`src/rtl/pulse_stretch_pkg.sv`:
```
// Shared definitions for the pulse stretcher: FSM state encodings and a
// constant-evaluable max helper used to size the phase counter.
// No logic, no latency, no flow control.
package pulse_stretch_pkg;

    // Encodings are fixed so that waveforms and any external decode agree.
    typedef enum logic [1:0] {
        ST_IDLE = 2'd0,
        ST_HIGH = 2'd1,
        ST_LOW  = 2'd2
    } state_e;

    // Usable in parameter/localparam expressions (elaboration-time only).
    function automatic int max2(input int a, input int b);
        return (a > b) ? a : b;
    endfunction

endpackage

```
`src/rtl/pulse_stretch_sat_counter.sv`:
```
// Up/down counter that saturates at 0 and MAX and flags an increment refused at MAX.
// Latency: count updates on the clock edge after i_inc/i_dec; o_ovf_attempt is combinational.
// Backpressure: none; a refused increment is reported, never stalled.
//
// Ports
//   clock          in   1        rising-edge clock
//   i_nrst         in   1        asynchronous active-low reset, clears the count
//   i_inc          in   1        request +1
//   i_dec          in   1        request -1 (inc and dec together cancel out)
//   o_count        out  W        registered count, 0..MAX
//   o_ovf_attempt  out  1        inc alone requested while already at MAX
module sat_counter #(
    parameter int MAX = 4
) (
    input  logic                       clock,
    input  logic                       i_nrst,
    input  logic                       i_inc,
    input  logic                       i_dec,
    output logic [$clog2(MAX+1)-1:0]   o_count,
    output logic                       o_ovf_attempt
);

    localparam int W = $clog2(MAX + 1);
    localparam logic [W-1:0] MAX_V = W'(MAX);

    logic [W-1:0] count_q;
    logic [W-1:0] count_d;

    always_comb begin
        count_d       = count_q;
        o_ovf_attempt = 1'b0;
        case ({i_inc, i_dec})
            2'b10: begin
                if (count_q == MAX_V) begin
                    o_ovf_attempt = 1'b1;
                end else begin
                    count_d = count_q + W'(1);
                end
            end
            2'b01: begin
                if (count_q != '0) begin
                    count_d = count_q - W'(1);
                end
            end
            // Both or neither: net-zero change, so a simultaneous pair can
            // never be the cause of an overflow.
            default: count_d = count_q;
        endcase
    end

    always_ff @(posedge clock or negedge i_nrst) begin
        if (!i_nrst) begin
            count_q <= '0;
        end else begin
            count_q <= count_d;
        end
    end

    assign o_count = count_q;

endmodule

```
`src/rtl/pulse_stretch.sv`:
```
// Stretches one-cycle event strobes into pulses with guaranteed high time and low gap.
// Latency: event sampled at edge N drives o_out high from N+1 for HIGH_CYCLES, then low for LOW_CYCLES.
// Backpressure: none upstream; events during a pulse queue up to MAX_PENDING, extra ones set o_overflow.
//
// Ports
//   clock       in   1        rising-edge clock
//   i_nrst      in   1        asynchronous active-low reset; aborts any pulse and drops the queue
//   i_event     in   1        one-cycle event strobe
//   i_clr_ovf   in   1        clears the sticky overflow flag (a same-cycle drop wins)
//   o_out       out  1        stretched pulse, registered
//   o_busy      out  1        registered, high whenever the FSM is not idle
//   o_pending   out  PW       registered count of queued events
//   o_overflow  out  1        registered sticky flag, an event was dropped
module pulse_stretch
    import pulse_stretch_pkg::*;
#(
    parameter int HIGH_CYCLES = 16,
    parameter int LOW_CYCLES  = 16,
    parameter int MAX_PENDING = 4
) (
    input  logic                               clock,
    input  logic                               i_nrst,
    input  logic                               i_event,
    input  logic                               i_clr_ovf,
    output logic                               o_out,
    output logic                               o_busy,
    output logic [$clog2(MAX_PENDING+1)-1:0]   o_pending,
    output logic                               o_overflow
);

    localparam int PW = $clog2(MAX_PENDING + 1);
    // Phase counter only ever reaches max(HIGH,LOW)-1, but is sized for the
    // full max so single-cycle phases still get a legal one-bit counter.
    localparam int CW = $clog2(max2(HIGH_CYCLES, LOW_CYCLES) + 1);
    localparam logic [CW-1:0] HIGH_LAST = CW'(HIGH_CYCLES - 1);
    localparam logic [CW-1:0] LOW_LAST  = CW'(LOW_CYCLES - 1);

    state_e         state_q;
    state_e         state_d;
    logic [CW-1:0]  phase_q;
    logic [CW-1:0]  phase_d;
    logic           out_q;
    logic           out_d;
    logic           busy_q;
    logic           busy_d;
    logic           overflow_q;
    logic           overflow_d;

    logic           last_high;
    logic           last_low;
    logic           pend_inc;
    logic           pend_dec;
    logic           pend_ovf;
    logic [PW-1:0]  pend_cnt;

    assign last_high = (state_q == ST_HIGH) && (phase_q == HIGH_LAST);
    assign last_low  = (state_q == ST_LOW)  && (phase_q == LOW_LAST);

    // ------------------------------------------------------------------
    // Pending queue control
    // ------------------------------------------------------------------
    // An event in IDLE is consumed directly by the IDLE->HIGH transition.
    // Anywhere else it is queued. On the final LOW cycle the queue is also
    // popped; a same-cycle event then cancels the pop inside sat_counter,
    // which is exactly "effective pending - 1" with no overflow possible.
    // Popping an empty queue saturates at zero, i.e. no change.
    assign pend_inc = i_event && (state_q != ST_IDLE);
    assign pend_dec = last_low;

    sat_counter #(
        .MAX (MAX_PENDING)
    ) u_pending (
        .clock         (clock),
        .i_nrst        (i_nrst),
        .i_inc         (pend_inc),
        .i_dec         (pend_dec),
        .o_count       (pend_cnt),
        .o_ovf_attempt (pend_ovf)
    );

    // A drop in the same cycle as a clear leaves the flag set.
    assign overflow_d = pend_ovf | (overflow_q & ~i_clr_ovf);

    // ------------------------------------------------------------------
    // FSM: next-state logic
    // ------------------------------------------------------------------
    always_comb begin
        state_d = state_q;
        case (state_q)
            ST_IDLE: begin
                if (i_event) begin
                    state_d = ST_HIGH;
                end
            end
            ST_HIGH: begin
                if (last_high) begin
                    state_d = ST_LOW;
                end
            end
            ST_LOW: begin
                if (last_low) begin
                    // Go straight back to HIGH (no idle cycle) if anything is
                    // queued or an event lands on this very cycle.
                    state_d = (i_event || (pend_cnt != '0)) ? ST_HIGH : ST_IDLE;
                end
            end
            default: state_d = ST_IDLE;
        endcase
    end

    // Phase counter restarts at 0 on every state change, including LOW->HIGH.
    always_comb begin
        phase_d = '0;
        if ((state_q != ST_IDLE) && (state_d == state_q)) begin
            phase_d = phase_q + CW'(1);
        end
    end

    // ------------------------------------------------------------------
    // FSM: output logic (decoded from the next state, then registered so
    // that the outputs line up with the state they describe)
    // ------------------------------------------------------------------
    always_comb begin
        out_d  = (state_d == ST_HIGH);
        busy_d = (state_d != ST_IDLE);
    end

    // ------------------------------------------------------------------
    // FSM: state and output registers
    // ------------------------------------------------------------------
    always_ff @(posedge clock or negedge i_nrst) begin
        if (!i_nrst) begin
            state_q    <= ST_IDLE;
            phase_q    <= '0;
            out_q      <= 1'b0;
            busy_q     <= 1'b0;
            overflow_q <= 1'b0;
        end else begin
            state_q    <= state_d;
            phase_q    <= phase_d;
            out_q      <= out_d;
            busy_q     <= busy_d;
            overflow_q <= overflow_d;
        end
    end

    assign o_out      = out_q;
    assign o_busy     = busy_q;
    assign o_pending  = pend_cnt;
    assign o_overflow = overflow_q;

endmodule
```
`config.mk`:
```
export PLATFORM = sky130hd
export DESIGN_NAME = pulse_stretch
export DESIGN_NICKNAME = d
export VERILOG_FILES = /design/src/rtl/pulse_stretch_pkg.sv /design/src/rtl/pulse_stretch_sat_counter.sv /design/src/rtl/pulse_stretch.sv
export SDC_FILE = /design/constraint.sdc
export NUM_CORES = 1
export LEC_CHECK = 0
export BUFFER_PORTS_ARGS = -buffer_cell sky130_fd_sc_hd__buf_2
export CAP_MARGIN = 0
export CORE_MARGIN = 5
export CORE_UTILIZATION = 38
export CTS_BUF_LIST = sky130_fd_sc_hd__clkbuf_2 sky130_fd_sc_hd__clkbuf_4 sky130_fd_sc_hd__clkbuf_8
export CTS_CLUSTER_DIAMETER = 100
export DETAILED_ROUTE_END_ITERATION = 16
export HOLD_SLACK_MARGIN = 0.08
export PLACE_DENSITY_LB_ADDON = 0.2
export SETUP_SLACK_MARGIN = 0.02
export SYNTH_ARGS = -nofsm -noshare
export SYNTH_HDL_FRONTEND = slang
export SYNTH_SLANG_ARGS = --single-unit
export TNS_END_PERCENT = 10
```
`constraint.sdc`:
```
create_clock -name clock -period 2.2 [get_ports clock]
set_clock_uncertainty 0.15 [all_clocks]
set_input_delay 0.22 -clock clock [delete_from_list [all_inputs] [get_ports clock]]
set_output_delay 0.22 -clock clock [all_outputs]
set_load 0.1 [all_outputs]
```
Word level (Yosys, flattened, before mapping)
Cells that the tools add are included.
Widths: inputs -> output; s select.
{"block": "totals", "register_bits": 13, "latch_bits": 0, "ram_bits": 0, "romBits": 0, "in_bits": 4, "output_inout_bits": 6, "elab_cells": 44, "memories": 0}
{"block": "op_classes", "n_addsub": 3, "n_mul": 0, "div_mod_pow": 0, "order_cmp": 0, "n_eq_ne": 10, "n_shift": 0, "muxes": 11, "bitwise_logic": 3, "reduce_logical": 11}
{"operator": "$eq 2x1->1 const B", "n": 3}
{"operator": "$mux 2", "n": 3}
{"operator": "$mux 3", "n": 2}
{"operator": "$pmux 2 s3", "n": 1}
{"operator": "$pmux 3 s2", "n": 1}
{"operator": "$reduce_bool 2->1", "n": 3}
{"operator": "$add 5x1->5 const B", "n": 1}
{"operator": "$eq 5x4->1 const B", "n": 1}
{"operator": "$mux 5", "n": 1}
{"operator": "$eq 2x2->1 const B", "n": 2}
{"operator": "$logic_and 1x1->1", "n": 4}
{"operator": "$ne 2x2->1 const B", "n": 2}
{"operator": "$add 3x1->3 const B", "n": 1}
{"operator": "$eq 3x3->1 const B", "n": 1}
{"operator": "$mux 1", "n": 3}
{"operator": "$reduce_and 3->1", "n": 1}
{"operator": "$reduce_bool 3->1", "n": 1}
{"operator": "$sub 3x1->3 const B", "n": 1}
{"operator": "$eq 2x2->1", "n": 1}
{"operator": "$logic_not 2->1", "n": 1}
{"operator": "$and 1x1->1", "n": 1}
{"operator": "$logic_or 1x1->1", "n": 1}
{"operator": "$not 1->1", "n": 1}
{"operator": "$or 1x1->1", "n": 1}

Longest topological paths before layout
Gate-level depths: netlist (run 1).
{"block": "logic_depth", "ltp_word": 8, "mapped_depth": 10, "mapped_depth_nobuf": 9}

Modules after synthesis
A second synthesis (run 1) with hierarchy kept.
{"block": "unflattened", "hier_cells": 70, "area_unflattened_um2": 716.9}
{"mod": "pulse_stretch", "instances": 1, "cells_each": 40, "area_each_um2": 460.4}
{"mod": "sat_counter", "instances": 1, "cells_each": 30, "area_each_um2": 256.5}

Worst setup path before layout (run 1)
Ideal clock, no wire load.
{"block": "synth_timing", "path_kind": "register -> register", "start": "register u_pending.count_q[0] (netlist: u_pending.o_count[0])", "end": "register u_pending.count_q[2] (netlist: u_pending.o_count[2])", "setup_ns": 0.124, "t_arrival_ns": 1.952, "t_required_ns": 1.926, "slack_ns": -0.026, "stages_incl_launch_ff": 6, "n_path_buf": 0, "synth_period_minus_slack_ns": 2.226, "cell_sequence": "dfrtp_1 -> inv_1 -> fa_1 -> o21ai_0 -> o22ai_1 -> o2bb2ai_1"}
{"block": "synth_via", "elab_chain_len": 3, "word_cells_on_any_way": 10}
{"item": "start: declaration", "line": "pulse_stretch_sat_counter.sv:26", "source": "logic [W-1:0] count_q;"}
{"item": "start signal: assignment", "line": "pulse_stretch_sat_counter.sv:55", "source": "count_q <= count_d;"}
{"item": "$sub 3x1->3, or another cell as far along", "line": "pulse_stretch_sat_counter.sv:42", "source": "count_d = count_q - W'(1);"}
{"item": "$mux 3, or another cell as far along", "line": "pulse_stretch_sat_counter.sv:41", "source": "if (count_q != '0) begin"}
{"item": "$pmux 3 s2 or $reduce_and 3->1 (tied branches)"}
Several ways; a longest one is shown, not always the timed one. The select of a mux whose other input is x is not followed.
A chain may end at the register's enable or synchronous reset.

Worst setup path in the final report (run 1)
{"block": "layout_timing", "start": "register phase_q[0]", "end": "register u_pending.count_q[2] (netlist: u_pending.o_count[2])"}
{"block": "layout_via", "elab_chain_len": 5, "word_cells_on_any_way": 9}
{"item": "start: declaration", "line": "pulse_stretch.sv:40", "source": "logic [CW-1:0] phase_q;"}
{"item": "start signal: assignment", "line": "pulse_stretch.sv:140", "source": "phase_q <= phase_d;"}
{"item": "$eq 5x4->1 (*)", "line": "pulse_stretch.sv:57", "source": "assign last_low = (state_q == ST_LOW) && (phase_q == LOW_LAST);"}
{"item": "$logic_and 1x1->1 (*)", "line": "pulse_stretch.sv:57"}
{"item": "$eq 2x2->1 or $eq 2x1->1 (tied branches)", "line": "pulse_stretch_sat_counter.sv:32", "source": "case ({i_inc, i_dec})"}
{"item": "$ne 2x2->1 (no source line) or $reduce_bool 2->1 (tied branches)"}
{"item": "$reduce_and 3->1 (no source line)"}
Every way passes the cells marked *; elsewhere a longest branch is shown, timed or not.

==> metrics list, run 1 <==
- The run finished, with violations left.
- Violations in the final reports: negative setup slack
- Largest driver fanout on the critical path: 5
- CTS built an H-tree with a depth of 1.
- For this run, the detailed router's first-pass iteration total came to 4.
* Fraction of layout instances using a drive strength above 1: 34.1%
- Area of the core: about 0.0017 mm²
* Half-perimeter wire length after detailed placement: 899 µm
- Max transition margin: 67.8%
- After detailed routing, the number of remaining DRC violations is 0.
- After layout, the worst setup slack is -0.0157 ns.
- Worst Max-Slew Pin Slew: roughly 0.49 ns
- Die area: around 0.0027 mm²
- Global routing finished with a remaining overflow of 0.
- Once the floorplan was initialized, standard cells occupied 39.4% of the core.
- The number of antenna violations at the first check in global routing is 0.
* Fraction of registers with async set/reset: 100%
* Insertion delay to the later sink of the worst-skew pair: about 0.27 ns
- The tree is rooted in a sky130_fd_sc_hd__clkbuf_4.
- 10 I/O pins were placed.
- During synthesis, Yosys emitted a total of 0 warnings.
- The synthesized netlist contains 31 unique library cells.
- IO buf count: 9
* Largest net degree at the start of global routing: 14
- Global-route wire length before repair: roughly 2.2 mm
* Global placer's final weighted congestion: 0.827
- In this run the deepest clock path goes through 2 buffers.
- Final net count: 90
- In this run, CTS created clock tree buffers numbering 3.
* Worst Setup SP: phase_q[0]
* Fin Hold WS: roughly 0.16 ns
* Final setup viols: 1
* Area fraction of the dominant cell type after synthesis: a little under 50%
- Crit path arrival time: between 2 and 2.5 ns
- Unrepaired setup endpoints after global routing: true
- Max-capacitance violation count: 0
* Number of global-route vias before repair: ~510
- STA classifies the critical path endpoint as a register.
- Worst flop-to-flop path endpoint: u_pending.o_count[2]
* Pins Over Slew Limit: 0
- The worst setup path is launched from a register.
- By area the synthesized netlist is led by sky130_fd_sc_hd__dfrtp_1 48%, sky130_fd_sc_hd__nor2_1 4.5%, sky130_fd_sc_hd__ha_1 3.7%.
- Width of the chip: between 50 and 60 µm
- After detailed routing, the average wire length per cell comes to approximately 13 µm.
* Yosys top cell by area: sky130_fd_sc_hd__dfrtp_1
- For this block, the routed nets add up to 1.35 mm of wire.
- The clock net in this run drives a total of 13 sinks.
- Excluding fillers, the count of instances in the completed layout stands at around 110.
- The setup check on the worst reg-to-reg path leaves a slack of -0.02 ns.
- Area of the mapped netlist: about 670 µm²
* Highest-count cells in the layout ignoring fill and taps: 12 x sky130_fd_sc_hd__dfrtp_1, 9 x sky130_fd_sc_hd__buf_2, 8 x sky130_fd_sc_hd__nor2_1
- Leaving out fill and tap cells, the most frequent cell in the layout is sky130_fd_sc_hd__dfrtp_1.
* Endpoints failing hold: 0
- Antenna viol nets, final: 0
- Measured along the y axis, the die boundary spans between 50 and 60 µm.
- Dividing the detail-routed via count by the number of cells gives approximately 5.1.
- The number of nets in the synthesized netlist is 73.
* Peak Freq: between 400 and 500 MHz
- Number of stages on the worst hold path: 3
- Fill count: 167
* Post-synthesis sequential element count: 13
- Detailed routing inserted a total of 549 vias.
- Synth-to-Final Area Change: 26.0%
* Cell breakdown of the critical path: ha_2 -> and3_4 -> ha_4 -> and4bb_4 -> inv_4 -> fa_2 -> o21ai_2 -> o22ai_2 -> o2bb2ai_1
* Number of enable flip-flop cells after synthesis: 0
- Antenna fix cells: 0
- TritonCTS clock tree: yes
- In this run the worst hold path is classified as input pin to register.
* Critical register-to-register path startpoint: phase_q[0]
- Shortest period the worst path allows: between 2 and 2.5 ns
- In this design, the stage delay of the slowest critical-path cell is a little over 0.4 ns.
- Length in cells of the worst reg-to-reg path: 9
- Syn Inst Count: between 60 and 70
- STA puts the critical path data required time at between 2 and 2.5 ns.
* Slowest cell on the critical path: sky130_fd_sc_hd__fa_2
* Beginning of the worst hold path: i_event
* Worst-case hold path end point: state_q[0]
* Reg clk slew, reported paths: around 0.080 ns
- Period utilisation layout: 101%
- Average footprint of a synthesized cell: 10.2 µm²
- In this run, placement finished with an instance count of 100.
* GRT Resource Usage Total: 11.3%
* Worst Path Class, Setup: register to register
* Total number of placement rows: 15
- For this block, the initial DRC count from the detailed router was 13.
* Top_reg_cell synth: sky130_fd_sc_hd__dfrtp_1
- For this run, the register share of the synthesized area comes to 48.3%.
## metrics by stage
step                setup TNS, ns  utilization (%)  setup slack [ns]  cell area [µm²]
finish                    -0.0157             49.7           -0.0157              848
global placement                0             44.1            0.0304              753
CTS                             0             47.0            0.0218              803
global route              -0.0801             49.7           -0.0801              848
detailed placement              0             44.1            0.0332              753
floorplan                       0                -            0.0173              677
## critical path, delay by kind of cell, from the launching register on
family,cells,cell delay [ns]
AOI/OAI and AO/OA,3,0.31
DFF,1,0.38
adders and majority gates,3,0.74
and+or+nand+nor,2,0.48
buffers and inverters,1,0.06
## cell usage after synthesis, types with 2 or more instances
cell	count
sky130_fd_sc_hd__nand2_1	5
sky130_fd_sc_hd__a21oi_1	2
sky130_fd_sc_hd__o32ai_1	2
sky130_fd_sc_hd__o21ai_0	2
sky130_fd_sc_hd__nor2_1	8
sky130_fd_sc_hd__inv_1	6
sky130_fd_sc_hd__o22ai_1	2
sky130_fd_sc_hd__dfrtp_1	13
sky130_fd_sc_hd__nand3_1	2
sky130_fd_sc_hd__ha_1	2
sky130_fd_sc_hd__nand2b_1	2
## worst max path at each step
stage	to	slack (ns)	cells after the start
after global placement	u_pending.o_count[2]	0.03	9
after global routing	u_pending.o_count[2]	-0.08	9
final	u_pending.o_count[2]	-0.02	9
after CTS	u_pending.o_count[2]	0.02	9
after floorplan	u_pending.o_count[1]	0.02	8
after detailed placement	u_pending.o_count[2]	0.03	9
## kinds of logic (layout without fill, tap and decap cells)
logic type | after synthesis | in the layout | share of synthesized area, %
flip-flops | 13 | 13 | 48.3
AND/OR/NAND/NOR | 23 | 23 | 17.7
adder cells (fa/ha/maj) | 3 | 3 | 6.69
buffers and inverters | 8 | 24 | 5.02
multiplexers | 1 | 1 | 1.49
AO/OA/AOI/OAI | 16 | 16 | 18.2
XOR/XNOR | 2 | 2 | 2.60
## sequential cells by signal, indices dropped and copies added (netlist names)
signal and cells:
phase_q 5, u_pending.o_count 3, state_q 2, o_busy 1
o_out 1, o_overflow 1
## what timing repair did
action / CTS / global route
gates resized for setup: 0 / 9
buffers inserted: 0 / 1
hold buffers: 2 / 0
setup endpoints to repair: 0 / 3
endpoints found under the hold margin: 14 / 0
## routing by layer
metal / vias up / global-route usage, % / part of all wire [%]
li1: 265 / - / -
met1: 264 / 17.4 / 49
met2: 18 / 14.4 / 45
met3: 2 / 2.58 / 5.5
met4: 0 / 5.24 / 0.59
met5: - / 0 / 0
## layout make-up
cell class | instances | area [µm²] | area share (%)
Clock buffer | 4 | 30.0 | 3.54
Inverter | 7 | 28.8 | 3.39
Multi-Input combinational cell | 45 | 352 | 41.4
Sequential cell | 13 | 327 | 38.5
Tap cell | 25 | 31.3 | 3.69
Timing Repair Buffer | 13 | 80.1 | 9.44
Power of run 1 is not shown: default switching activity piles up to over one toggle a cycle in this logic, so the estimate is an artifact.
==> run 2, diff against run 1 <==
SKIP_CTS_REPAIR_TIMING = 1   (was unset)
==> run 2 against run 1 <==
Hold slack unchanged. Cell count unchanged. First-iteration DRC count unchanged. Setup slack unchanged. Via count unchanged. Sequential share of layout area unchanged. Largest cell class unchanged. Fmax unchanged. Global-route usage down 0.12 points. Critical endpoint unchanged. The run still ends with negative setup slack left. Cell area unchanged.
==> metrics list, run 2 (synthesis gave the netlist of run 1 again) <==
- The share of layout cells above drive strength 1 came to 34.1% (unchanged).
- Overall die height: 52.1 µm (unchanged)
- The detail-routed via count per cell was 5.13 (unchanged).
* CTS HTree Levels: 1 (unchanged)
* IO buf count: 9 (unchanged)
* Antenna viol nets, final: 0 (unchanged)
- Antenna fix cells: 0 (unchanged)
- Final net count: 90 (unchanged)
* Detailed-route DRC error count: 0 (unchanged)
- Setup Total Neg Slack: -0.0157 ns (unchanged)
- The hold path depth is 3 (unchanged).
- Fill count: 167 (unchanged)
- Aggregate routed wire length: 1.35 mm (unchanged)
- The worst setup path is launched from a register.
- The max capacitance violation total came to 0 (unchanged).
* Cell family contributing the most delay on the critical path: adder cells
- STA classifies the critical path endpoint as a register.
* Period utilisation layout: 101% (unchanged)
* Fin Hold WS: 0.163 ns (unchanged)
- The number of sinks handled by clock tree synthesis is 13 (unchanged).
- TritonCTS built the clock tree.
- Violations in the final reports: negative setup slack
- The final setup violation count is 1 (unchanged).
- The placeable core area is 0.00171 mm² (unchanged).
- The count of buffering cells on the critical path with inverters included came to 1 (unchanged).
- In this run the most critical hold path is launched from i_event.
- The worst register-to-register path ends at u_pending.o_count[2].
- The deepest clock path buffer count was 2 (unchanged).
- The cell area after layout came to 848 µm² (unchanged).
- Number of flip-flops in the largest register: 5 (unchanged)
* Worst Max-Slew Pin Slew: 0.487 ns (unchanged)
- Detailed router's first-iteration violation count: 13 (unchanged)
- The worst-case reg-to-reg path depth was 9 (unchanged).
- Buffer type at the clock tree root: sky130_fd_sc_hd__clkbuf_4
* Half-perimeter wire length after detailed placement: 899 µm (unchanged)
- The setup slack of the worst register-to-register path was -0.02 ns (about the same).
* Insertion delay to the later sink of the worst-skew pair: 0.27 ns (about the same)
* Initial cell density of the core: 39.4% (unchanged)
* Global routing met2 resource utilization: 14.0% (-0.42 points)
- Critical register-to-register path startpoint: phase_q[0]
- The total track usage was 11.2% (-0.12 points).
- The critical path data arrival time was 2.23 ns (about the same).
- Setup repair after global routing could not meet its margin everywhere.
- The pre-CTS setup slack came to 0.0332 ns (unchanged).
* Slowest cell on the critical path: sky130_fd_sc_hd__fa_2
- Number of ports placed on the die boundary: 10 (unchanged)
* Highest-count cells in the layout ignoring fill and taps: 12 x sky130_fd_sc_hd__dfrtp_1, 9 x sky130_fd_sc_hd__buf_2, 8 x sky130_fd_sc_hd__nor2_1
* Endpoints failing hold: 0 (unchanged)
* Worst Path Class, Setup: register to register
* Required time at the endpoint of the critical path: 2.21 ns (about the same)
- Width of the chip: 52.1 µm (unchanged)
- Shortest period the worst path allows: 2.22 ns (unchanged)
- Most congested layer reported by global routing: met1
- The number of placement rows was 15 (unchanged).
- The worst-path maximum fanout was 5 (unchanged).
- The number of buffers added by the clock tree synthesis step came to 3 (unchanged).
- Number of global-route vias before repair: 494 (-2.4%)
- Peak Freq: 451 MHz (unchanged)
- HP Class: input pin to register
- Worst-case hold path end point: state_q[0]
* CP max stage delay: 0.41 ns (about the same)
* Routed vias: 549 (unchanged)
- phase_q holds more flip-flops than any other register.
- The relative area change from synthesis to final layout was 26.0% (unchanged).
- The library cell used most frequently in the layout, excluding fill and tap cells, is sky130_fd_sc_hd__dfrtp_1.
- Max transition margin: 67.8% (unchanged)
- The critical path goes through ha_2 -> and3_4 -> ha_4 -> and4bb_4 -> inv_4 -> fa_2 -> o21ai_2 -> o22ai_2 -> o2bb2ai_1.
- The worst setup slack after layout was -0.0157 ns (unchanged).
- The global-route met3 utilization is 2.87% (+0.29 points).
* Remaining Overflow, GRT: 0 (unchanged)
* Post-detailed-placement cell area: 753 µm² (unchanged)
* DR WL/cell: 12.6 µm (unchanged)
- The first-pass GRT wire length is 2.21 mm (-1.2%).
- The clock-pin slew on the worst setup and hold paths came to 0.08 ns (about the same).
* Pins Over Slew Limit: 0 (unchanged)
- Die area: 0.00271 mm² (unchanged)
* Outcome: finished with violations
- The number of antenna violations at the first check in global routing came to 0 (unchanged).
- The detailed-routing iteration count for the pre-antenna-repair pass is 4 (unchanged).
* Global placer's final weighted congestion: 0.827 (unchanged)
- Largest net degree at the start of global routing: 14 (unchanged)
* Met1 track demand over resource: 17.2% (-0.18 points)
run 2: cell counts in the layout (fill, tap and decap cells not counted):
No cell type changed its count.
run 2: routing by layer:
metal	vias to the layer above	routed length [µm]
met5	-	0
met3	2	74
met4	0	8
met1	264	657
li1	265	-
met2	18	609
run 2: layout make-up:
cell class	count	area, µm²	area share (%)
inverter	7	28.8	3.39
multi-input combinational	45	352	41.4
sequential	13	327	38.5
clock buffer	4	30.0	3.54
tap	25	31.3	3.69
timing repair buffer	13	80.1	9.44
run 2: how the worst max path moves through the flow:
stage                     from              endpoint  slack (ns)  depth (start not counted)
global placement    phase_q[0]  u_pending.o_count[2]        0.03                          9
CTS                 phase_q[0]  u_pending.o_count[2]        0.02                          9
detailed placement  phase_q[0]  u_pending.o_count[2]        0.03                          9
finish              phase_q[0]  u_pending.o_count[2]       -0.02                          9
floorplan           phase_q[0]  u_pending.o_count[1]        0.02                          8
global route        phase_q[0]  u_pending.o_count[2]       -0.08                          9
run 2: per-stage QoR:
stage	std cells	util (%)
CTS	104	45.9
global placement	100	44.1
finish	107	49.7
global route	107	49.7
detailed placement	100	44.1
floorplan	66	-
run 2: worst min-delay path, stage by stage:
cell and delay [ns]:
sky130_fd_sc_hd__buf_2 0.15, sky130_fd_sc_hd__a21oi_1 0.07, sky130_fd_sc_hd__o32ai_1 0.10
Power of run 2 is left out for the same reason.
